## src/rtl/reg_ctrl_pkg.sv

```systemverilog
// Shared types for the register-bank controller: accumulate opcodes and FSM states.
package reg_ctrl_pkg;

  localparam int FUNC_W = 2;

  typedef enum logic [FUNC_W-1:0] {
    ADD = 2'b00,
    SUB = 2'b01,
    AND = 2'b10,
    XOR = 2'b11
  } func_e;

  typedef enum logic [1:0] {
    IDLE = 2'b00,
    RD   = 2'b01,
    RMW  = 2'b10
  } state_e;

endpackage

```

## src/rtl/reg_ctrl_alu.sv

```systemverilog
// Combinational accumulate ALU: unsigned add/sub (wrapping or saturating), bitwise and/xor.
module reg_ctrl_alu
  import reg_ctrl_pkg::*;
#(
  parameter int DATA_W = 16,
  parameter int SAT    = 0
) (
  input  logic [DATA_W-1:0] a,
  input  logic [DATA_W-1:0] b,
  input  func_e             func,
  output logic [DATA_W-1:0] y
);

  logic [DATA_W:0] sum;
  logic [DATA_W:0] diff;

  // One extra bit on add/sub exposes carry-out and borrow for the clamp decision.
  always_comb begin
    sum  = {1'b0, a} + {1'b0, b};
    diff = {1'b0, a} - {1'b0, b};
    y    = '0;
    case (func)
      ADD: y = ((SAT != 0) && sum[DATA_W])  ? '1 : sum[DATA_W-1:0];
      SUB: y = ((SAT != 0) && diff[DATA_W]) ? '0 : diff[DATA_W-1:0];
      AND: y = a & b;
      XOR: y = a ^ b;
    endcase
  end

endmodule

```

## src/rtl/reg_bank_ctrl.sv

```systemverilog
// Register-bank controller: zero-wait plain writes, 1-cycle reads and read-modify-write
// accumulates over a flat DEPTH-entry bank, with out-of-range detection.
//
// Handshake: a request is taken at a rising edge where sel && ready; ready is high only
// while idle, and sel held through a busy cycle is not re-taken until ready returns.
module reg_bank_ctrl
  import reg_ctrl_pkg::*;
#(
  parameter int              DATA_W    = 16,
  parameter int              DEPTH     = 8,
  parameter int              ADDR_W    = $clog2(DEPTH),
  parameter logic [DATA_W-1:0] RESET_VAL = '0,
  parameter int              SAT       = 0
) (
  input  logic              clk,
  input  logic              rst,
  input  logic              sel,
  input  logic              wr,
  input  logic [ADDR_W-1:0] addr,
  input  logic              acc,
  input  logic [FUNC_W-1:0] func,
  input  logic [DATA_W-1:0] wdata,
  output logic [DATA_W-1:0] rdata,
  output logic              ready,
  output logic              err,
  output state_e            state_dbg
);

  localparam logic [ADDR_W:0] DEPTH_C = (ADDR_W + 1)'(DEPTH);

  state_e              state_q, state_d;
  logic [ADDR_W-1:0]   addr_q, addr_d;
  func_e               func_q, func_d;
  logic [DATA_W-1:0]   wdata_q, wdata_d;
  logic [DATA_W-1:0]   bank_q [DEPTH];
  logic [DATA_W-1:0]   bank_d [DEPTH];
  logic [DATA_W-1:0]   rdata_q, rdata_d;
  logic                ready_q, ready_d;
  logic                err_q, err_d;
  logic                in_range;
  logic [DATA_W-1:0]   alu_y;

  reg_ctrl_alu #(
    .DATA_W (DATA_W),
    .SAT    (SAT)
  ) u_alu (
    .a    (bank_q[addr_q]),
    .b    (wdata_q),
    .func (func_q),
    .y    (alu_y)
  );

  // Next-state logic: accept in IDLE, finish reads and accumulates one cycle later.
  always_comb begin
    state_d  = state_q;
    addr_d   = addr_q;
    func_d   = func_q;
    wdata_d  = wdata_q;
    bank_d   = bank_q;
    rdata_d  = rdata_q;
    err_d    = 1'b0;
    in_range = ({1'b0, addr} < DEPTH_C);
    unique case (state_q)
      IDLE: begin
        if (sel) begin
          addr_d  = addr;
          func_d  = func_e'(func);
          wdata_d = wdata;
          if (!in_range) begin
            // Rejected access: flag it, never touch the bank, stay idle.
            err_d = 1'b1;
            if (!wr) rdata_d = '0;
          end else if (!wr) begin
            state_d = RD;
          end else if (acc) begin
            state_d = RMW;
          end else begin
            bank_d[addr] = wdata;
          end
        end
      end
      RD: begin
        rdata_d = bank_q[addr_q];
        state_d = IDLE;
      end
      RMW: begin
        bank_d[addr_q] = alu_y;
        state_d        = IDLE;
      end
      default: state_d = IDLE;
    endcase
    ready_d = (state_d == IDLE);
  end

  // State and output registers; reset aborts any in-flight read or accumulate.
  always_ff @(posedge clk) begin
    if (rst) begin
      state_q <= IDLE;
      addr_q  <= '0;
      func_q  <= ADD;
      wdata_q <= '0;
      rdata_q <= '0;
      ready_q <= 1'b1;
      err_q   <= 1'b0;
      for (int i = 0; i < DEPTH; i++) bank_q[i] <= RESET_VAL;
    end else begin
      state_q <= state_d;
      addr_q  <= addr_d;
      func_q  <= func_d;
      wdata_q <= wdata_d;
      rdata_q <= rdata_d;
      ready_q <= ready_d;
      err_q   <= err_d;
      bank_q  <= bank_d;
    end
  end

  assign rdata     = rdata_q;
  assign ready     = ready_q;
  assign err       = err_q;
  assign state_dbg = state_q;

endmodule

```

## config.mk

```make
export PLATFORM = sky130hd
export DESIGN_NAME = reg_bank_ctrl
export DESIGN_NICKNAME = d
export VERILOG_FILES = /design/src/rtl/reg_ctrl_pkg.sv /design/src/rtl/reg_ctrl_alu.sv /design/src/rtl/reg_bank_ctrl.sv
export SDC_FILE = /design/constraint.sdc
export NUM_CORES = 1
export LEC_CHECK = 0
export ABC_AREA = 1
export BUFFER_PORTS_ARGS = -buffer_cell sky130_fd_sc_hd__buf_2
export CAP_MARGIN = 20
export CORE_MARGIN = 2
export CORE_UTILIZATION = 51
export CTS_BUF_LIST = sky130_fd_sc_hd__clkbuf_4 sky130_fd_sc_hd__clkbuf_8 sky130_fd_sc_hd__clkbuf_16
export CTS_CLUSTER_DIAMETER = 100
export CTS_CLUSTER_SIZE = 12
export DETAILED_ROUTE_END_ITERATION = 10
export PLACE_DENSITY = 0.68
export SYNTH_ARGS = -nofsm -noshare
export SYNTH_HDL_FRONTEND = slang
export SYNTH_HIERARCHICAL = 1
export SYNTH_SLANG_ARGS = --single-unit
```

## constraint.sdc

```tcl
create_clock -name clk -period 8.9 [get_ports clk]
set_input_delay 0.89 -clock clk [delete_from_list [all_inputs] [get_ports clk]]
set_output_delay 0.89 -clock clk [all_outputs]
set_load 0.005 [all_outputs]
```

After elaboration in Yosys (flattened, before gate mapping) --
Cells that the tools add are included.
Word-level totals: bits in registers 168, input bits 26
Operators by class: add/sub/neg operators 2, $lt $le $gt $ge 4, eq/ne operators 8, mux-type cells 18, bitwise gates (word level) 4, reduce and logical (&&, ||, !) cells 8
Operator list (count):
- two-way mux 128 bit | 3
- bitwise mux 128 bit | 2
- case mux 128 bit (2 select lines) | 1
- demux 16 bit (select 3 bit) | 2
- two-way mux 16 bit | 4
- case mux 16 bit (4 select lines) | 1
- binary-select mux 16 bit (select 3 bit) | 1
- adder 16 bit | 1
- bitwise AND 16 bit | 1
- subtractor 16 bit | 1
- XOR 16 bit | 1
- >= comparator 4 bit (second input constant) | 2
- less-than comparator 4 x 1 -> 1 bit (second input constant) | 2
- two-way mux 2 bit | 4
- inverter 3 -> 4 bit | 2
- equality test 2 bit (second input constant) | 3
- zero test 2 bit | 3
- != test 2 bit (second input constant) | 3
- equality test 2 x 1 -> 1 bit (second input constant) | 2
- AND reduction 4 bit | 1
- logical AND 1 bit | 2
- AND reduction 2 bit | 1
- nonzero test 2 bit | 1

Depth between registers and ports, before layout --
word-level depth 10, mapped depth 30

Modules after synthesis --
The synthesis kept the hierarchy.
Modules (own cells, without submodules):
- reg_bank_ctrl | instances 1, cells an instance 1682, area each 9705.6 um2, seq. area each 3363.2 um2
- reg_ctrl_alu | instances 1, cells an instance 307, area each 1742.9 um2, seq. area each 0.0 um2

Least setup slack after synthesis --
No wires, ideal clock.
kind reg2reg, from register addr_q[0], to register bank_q[62] (netlist bit), arrival time 2.849 ns, setup slack 5.938 ns, cell stages (with the launch flop) 31, buffers on the path 3, cell sequence dfxtp_1 > buf_4 > inv_2 > buf_4 > buf_2 > nand2_1 > nand2_1 > nand2_1 > nand2_1 > nand2_1 > nand2_1 > inv_1 > ha_1 > inv_1 > fa_1 > nand3_1 > nand2_1 > nand2_1 > nand2_1 > nand2_1 > nand2_1 > nand2_1 > nand2_1 > nand2_1 > nand2_1 > nand2_1 > inv_1 > nand2_1 > o21ai_0 > nor2_1 > nor2_1
On the way: longest elaborated chain between the ends 8
RTL lines:
- from (decl) | line reg_bank_ctrl.sv:32 | logic [ADDR_W-1:0] addr_q, addr_d;
- from (signal assigned) | line reg_bank_ctrl.sv:108 | addr_q <= addr_d;
- inverter 3 -> 4 bit (not written as such) * | line reg_bank_ctrl.sv:47 | .a (bank_q[addr_q]),
- binary-select mux 16 bit (select 3 bit) * | line reg_bank_ctrl.sv:47
- two-way mux 16 bit (not written as such) * (2 in a row) | line reg_bank_ctrl.sv:47
- subtractor 16 bit (tied with other cells) | line reg_ctrl_alu.sv:20 | diff = {1'b0, a} - {1'b0, b};
- case mux 16 bit (4 select lines) * | line reg_ctrl_alu.sv:22 | case (func)
- named net alu_y[14] | line reg_bank_ctrl.sv:41 | logic [DATA_W-1:0] alu_y;
- bitwise mux 128 bit * | line reg_bank_ctrl.sv:87 | bank_d[addr_q] = alu_y;
- case mux 128 bit (2 select lines) * | line reg_bank_ctrl.sv:63 | unique case (state_q)
- to (signal assigned) | line reg_bank_ctrl.sv:114 | bank_q <= bank_d;
- to (decl) | line reg_bank_ctrl.sv:35 | logic [DATA_W-1:0] bank_q [DEPTH];
Mark *: on every way through the listed nets, which the timed path passes. The rest lies on a longest branch. The select of a mux whose other input is x is not followed. A chain may end at the register's enable or synchronous reset.

Worst setup path after layout --
from register addr_q[1], to register bank_q[94] (netlist bit)
The elaborated chain is that of the path after synthesis.

==> results.toml <==
[critical_path]
reg2reg_depth = 26
crit_path_top_delay_cell = "inv_2"
worstPathRequired_ns = 9.23
cp_num_buf_inv = 5
r2r_slack_ns = 4.89
crit_path_max_incr_delay_ns = 0.45
path_class = "flop to flop"
crit_fanout = 38
timing.rr.end = "bank_q[94]"
cp_top_family = "simple AND/OR/NAND/NOR gates"
startpoint = "addr_q[1]"
cp_common_cell = "nand2_1"
worst_setup_path_start_kind = "flop"
crit_arrival_ns = 4.35
end_kind = "flop"
r2r_start = "addr_q[1]"

[sta]
fin_crit_ns = 4.015
achievable-frequency_ghz = 0.2491
skew_ns = 0.01046
worst_slew_pin_slew_ns = 1.040
timing_hold_violations_final = 0
fin_ws_ns = 4.885
final_max_slew_viol_count = 0
max-slew-margin-rel = 0.3051
setup_viol = 0
fin_crit_sh = 0.4511
rsz0062_at_grt = "false"
setup_tns_ns = 0

[detailed_routing]
wl_per_cell_um = 17.79
via_per_inst = 5.468
dr.first_iter.drc_count = 1411
routed_wl_um = 40140
drc = 0
firstDrtPassIters = 6
routed-via-count = 12340
ant_nets = 0

[worst_hold_path]
hold_class = "flop to flop"
worstHoldStart = "bank_q[101]"
min_path_cells = 2
min_to = "bank_q[101]"

[place]
detailed_place_hpwl_um = 26400
port_buffers = 44
placed_area_mm2 = 0.01157
dp_cells = 2224
routabilityCongestion = 0.9744
dp_slack_ns = 5.064

[global_routing]
overflow = 0
grt_antenna_before_repair = 0
grt_pass1_vias = 10990
grt_use_total = 0.3385
grt_pass1_wl_um = 62040
grt_start_max_net_pins = 91

[yosys]
synth_most_common_cell = "nand2_1"
ys_ff_latch = 168
synthTopCellsByArea = "dfxtp_1, nand2_1, nor2_1"
synth.cell_area_mm2 = 0.01145
synth_ff_type = "dfxtp_1"
synth_top_cell_by_area = "dfxtp_1"
synth_commonest_cells = "nand2_1, nor2_1, inv_1"
async_flop_share = 0
synth_nets = 2048
yosysSeqAreaShare = 0.2938
syn-mean-instance-area_um2 = 5.756
synth_warnings = 6
ys_types = 44
syn_inst = 1989
yosys.area.top_type_share = 0.2938
synth_edf_count = 0

[floorplan]
start_util = 0.5214
ios = 46
die_area_mm2 = 0.02366
coreArea_mm2 = 0.02196
fp.dieW_um = 153.8
rows = 54
die_h_um = 153.8

[flow_run]
maxCapViolCount = 0

[finish]
fin_nets = 2023
fillCellCount = 2295
syn_to_final_growth_pct = 6.273
finalNonFillerCells = 2257
finalInstanceArea_mm2 = 0.01217
num_antenna_cells = 0
drive_gt1_frac = 0.06829

[pwr]
powerDensity_mw_per_mm2 = 162.1
leakage_nw = 6.583
power_w = 0.001972
irDropWorstVdd_uv = 113.5

[cts]
clk_transition_reported_paths_ns = 0.07
clk_latency_ns = 0.44
postCtsResizedCells = 0
cts_root_buf = "clkbuf_16"
clockBufferDepth = 2
cts_hold_buf = 0
cts_inserted_buffers = 17
post_cts_buffers = 0
clock-sinks = 168
cts_tree = "built"
htree_levels = 4

[run_status]
outcome = "complete, no violations"
==> registers in the layout, indices dropped and copies added (netlist names) <==
signal     flops
bank_q       128
rdata         16
wdata_q       16
addr_q         3
func_q         2
state_dbg      2
ready          1
==> power by group <==
| group | total [W] | leakage, nW | switching, W | internal (W) |
|---|---|---|---|---|
| Combinational | 0.000397 | 4.93 | 0.000284 | 0.000112 |
| Sequential | 0.000800 | 1.36 | 0.0000226 | 0.000777 |
| Clock | 0.000775 | 0.292 | 0.000354 | 0.000421 |
| Total | 0.00197 | 6.58 | 0.000661 | 0.00131 |
==> cells by family after synthesis <==
kind of cell | share of synthesized area
other | 0.0003276
adder cells (fa/ha/maj) | 0.03672
flip-flops | 0.2938
XOR/XNOR | 0.01071
AND/OR/NAND/NOR | 0.4540
buffers and inverters | 0.1092
AO/OA/AOI/OAI | 0.09530
==> layout make-up <==
type	count	area (µm²)	share of cell area
clock buffer	17	425.4	0.03496
tap	280	350.3	0.02879
multi-input combinational	1532	6845	0.5626
sequential	168	3364	0.2765
timing repair buffer	54	295.3	0.02427
inverter	191	719.4	0.05913
clock inverter	15	166.4	0.01368
==> how the worst max path moves through the flow <==
stage,end,slack (ns),cells after the start
finish,bank_q[94],4.89,26
global route,bank_q[126],4.64,25
CTS,bank_q[62],5.03,25
detailed placement,bank_q[62],5.06,25
global placement,bank_q[62],5.12,26
floorplan,bank_q[62],5.94,30
==> through the flow <==
stage | hold slack (ns) | utilization
after floorplan | 0.4549 | -
after global placement | 0.4635 | 0.5268
after detailed placement | 0.4730 | 0.5268
after CTS | 0.4868 | 0.5537
after global routing | 0.5089 | 0.5541
final | 0.4871 | 0.5541
==> routing by layer <==
| layer | global-route usage | up-vias | routed length (µm) |
|---|---|---|---|
| met5 | 0 | - | 0 |
| met4 | 0.1429 | 0 | 1522 |
| met3 | 0.08174 | 106 | 4334 |
| li1 | - | 6087 | - |
| met1 | 0.4456 | 5512 | 16780 |
| met2 | 0.5328 | 636 | 17510 |
==> worst reg2reg max path, stage by stage (launching register included) <==
cell and delay, ns:
dfxtp_1 0.31, buf_4 0.43, inv_2 0.46, nand2_1 0.19, nand2_1 0.06, nand2_1 0.08, nand2_1 0.09, inv_1 0.06
ha_1 0.13, inv_1 0.07, fa_1 0.43, nand3_1 0.10, nand2_1 0.14, nand2_1 0.09, nand2_1 0.12, nand2_1 0.12
nand2_1 0.06, nand2_1 0.06, nand2_1 0.05, nand2_1 0.05, nand2_1 0.06, nand2_1 0.22, inv_1 0.16, nand2_1 0.08
o21ai_0 0.10, nor2_1 0.15, nor2_1 0.05
==> cell usage in the layout, fill, tap and decap left out, drive strengths merged, types with 4 or more instances in the layout <==
cell / n
o22ai: 61
xnor2: 9
nand2: 773
clkinv: 7
nand3: 73
xor2: 5
dfxtp: 168
clkbuf: 17
buf: 54
o21ai: 90
nor3: 5
a22o: 7
o21bai: 4
nor2: 416
a21oi: 22
ha: 32
inv: 196
nand4: 7
nand3b: 21
No activity file was read; power rests on OpenSTA's default activity.
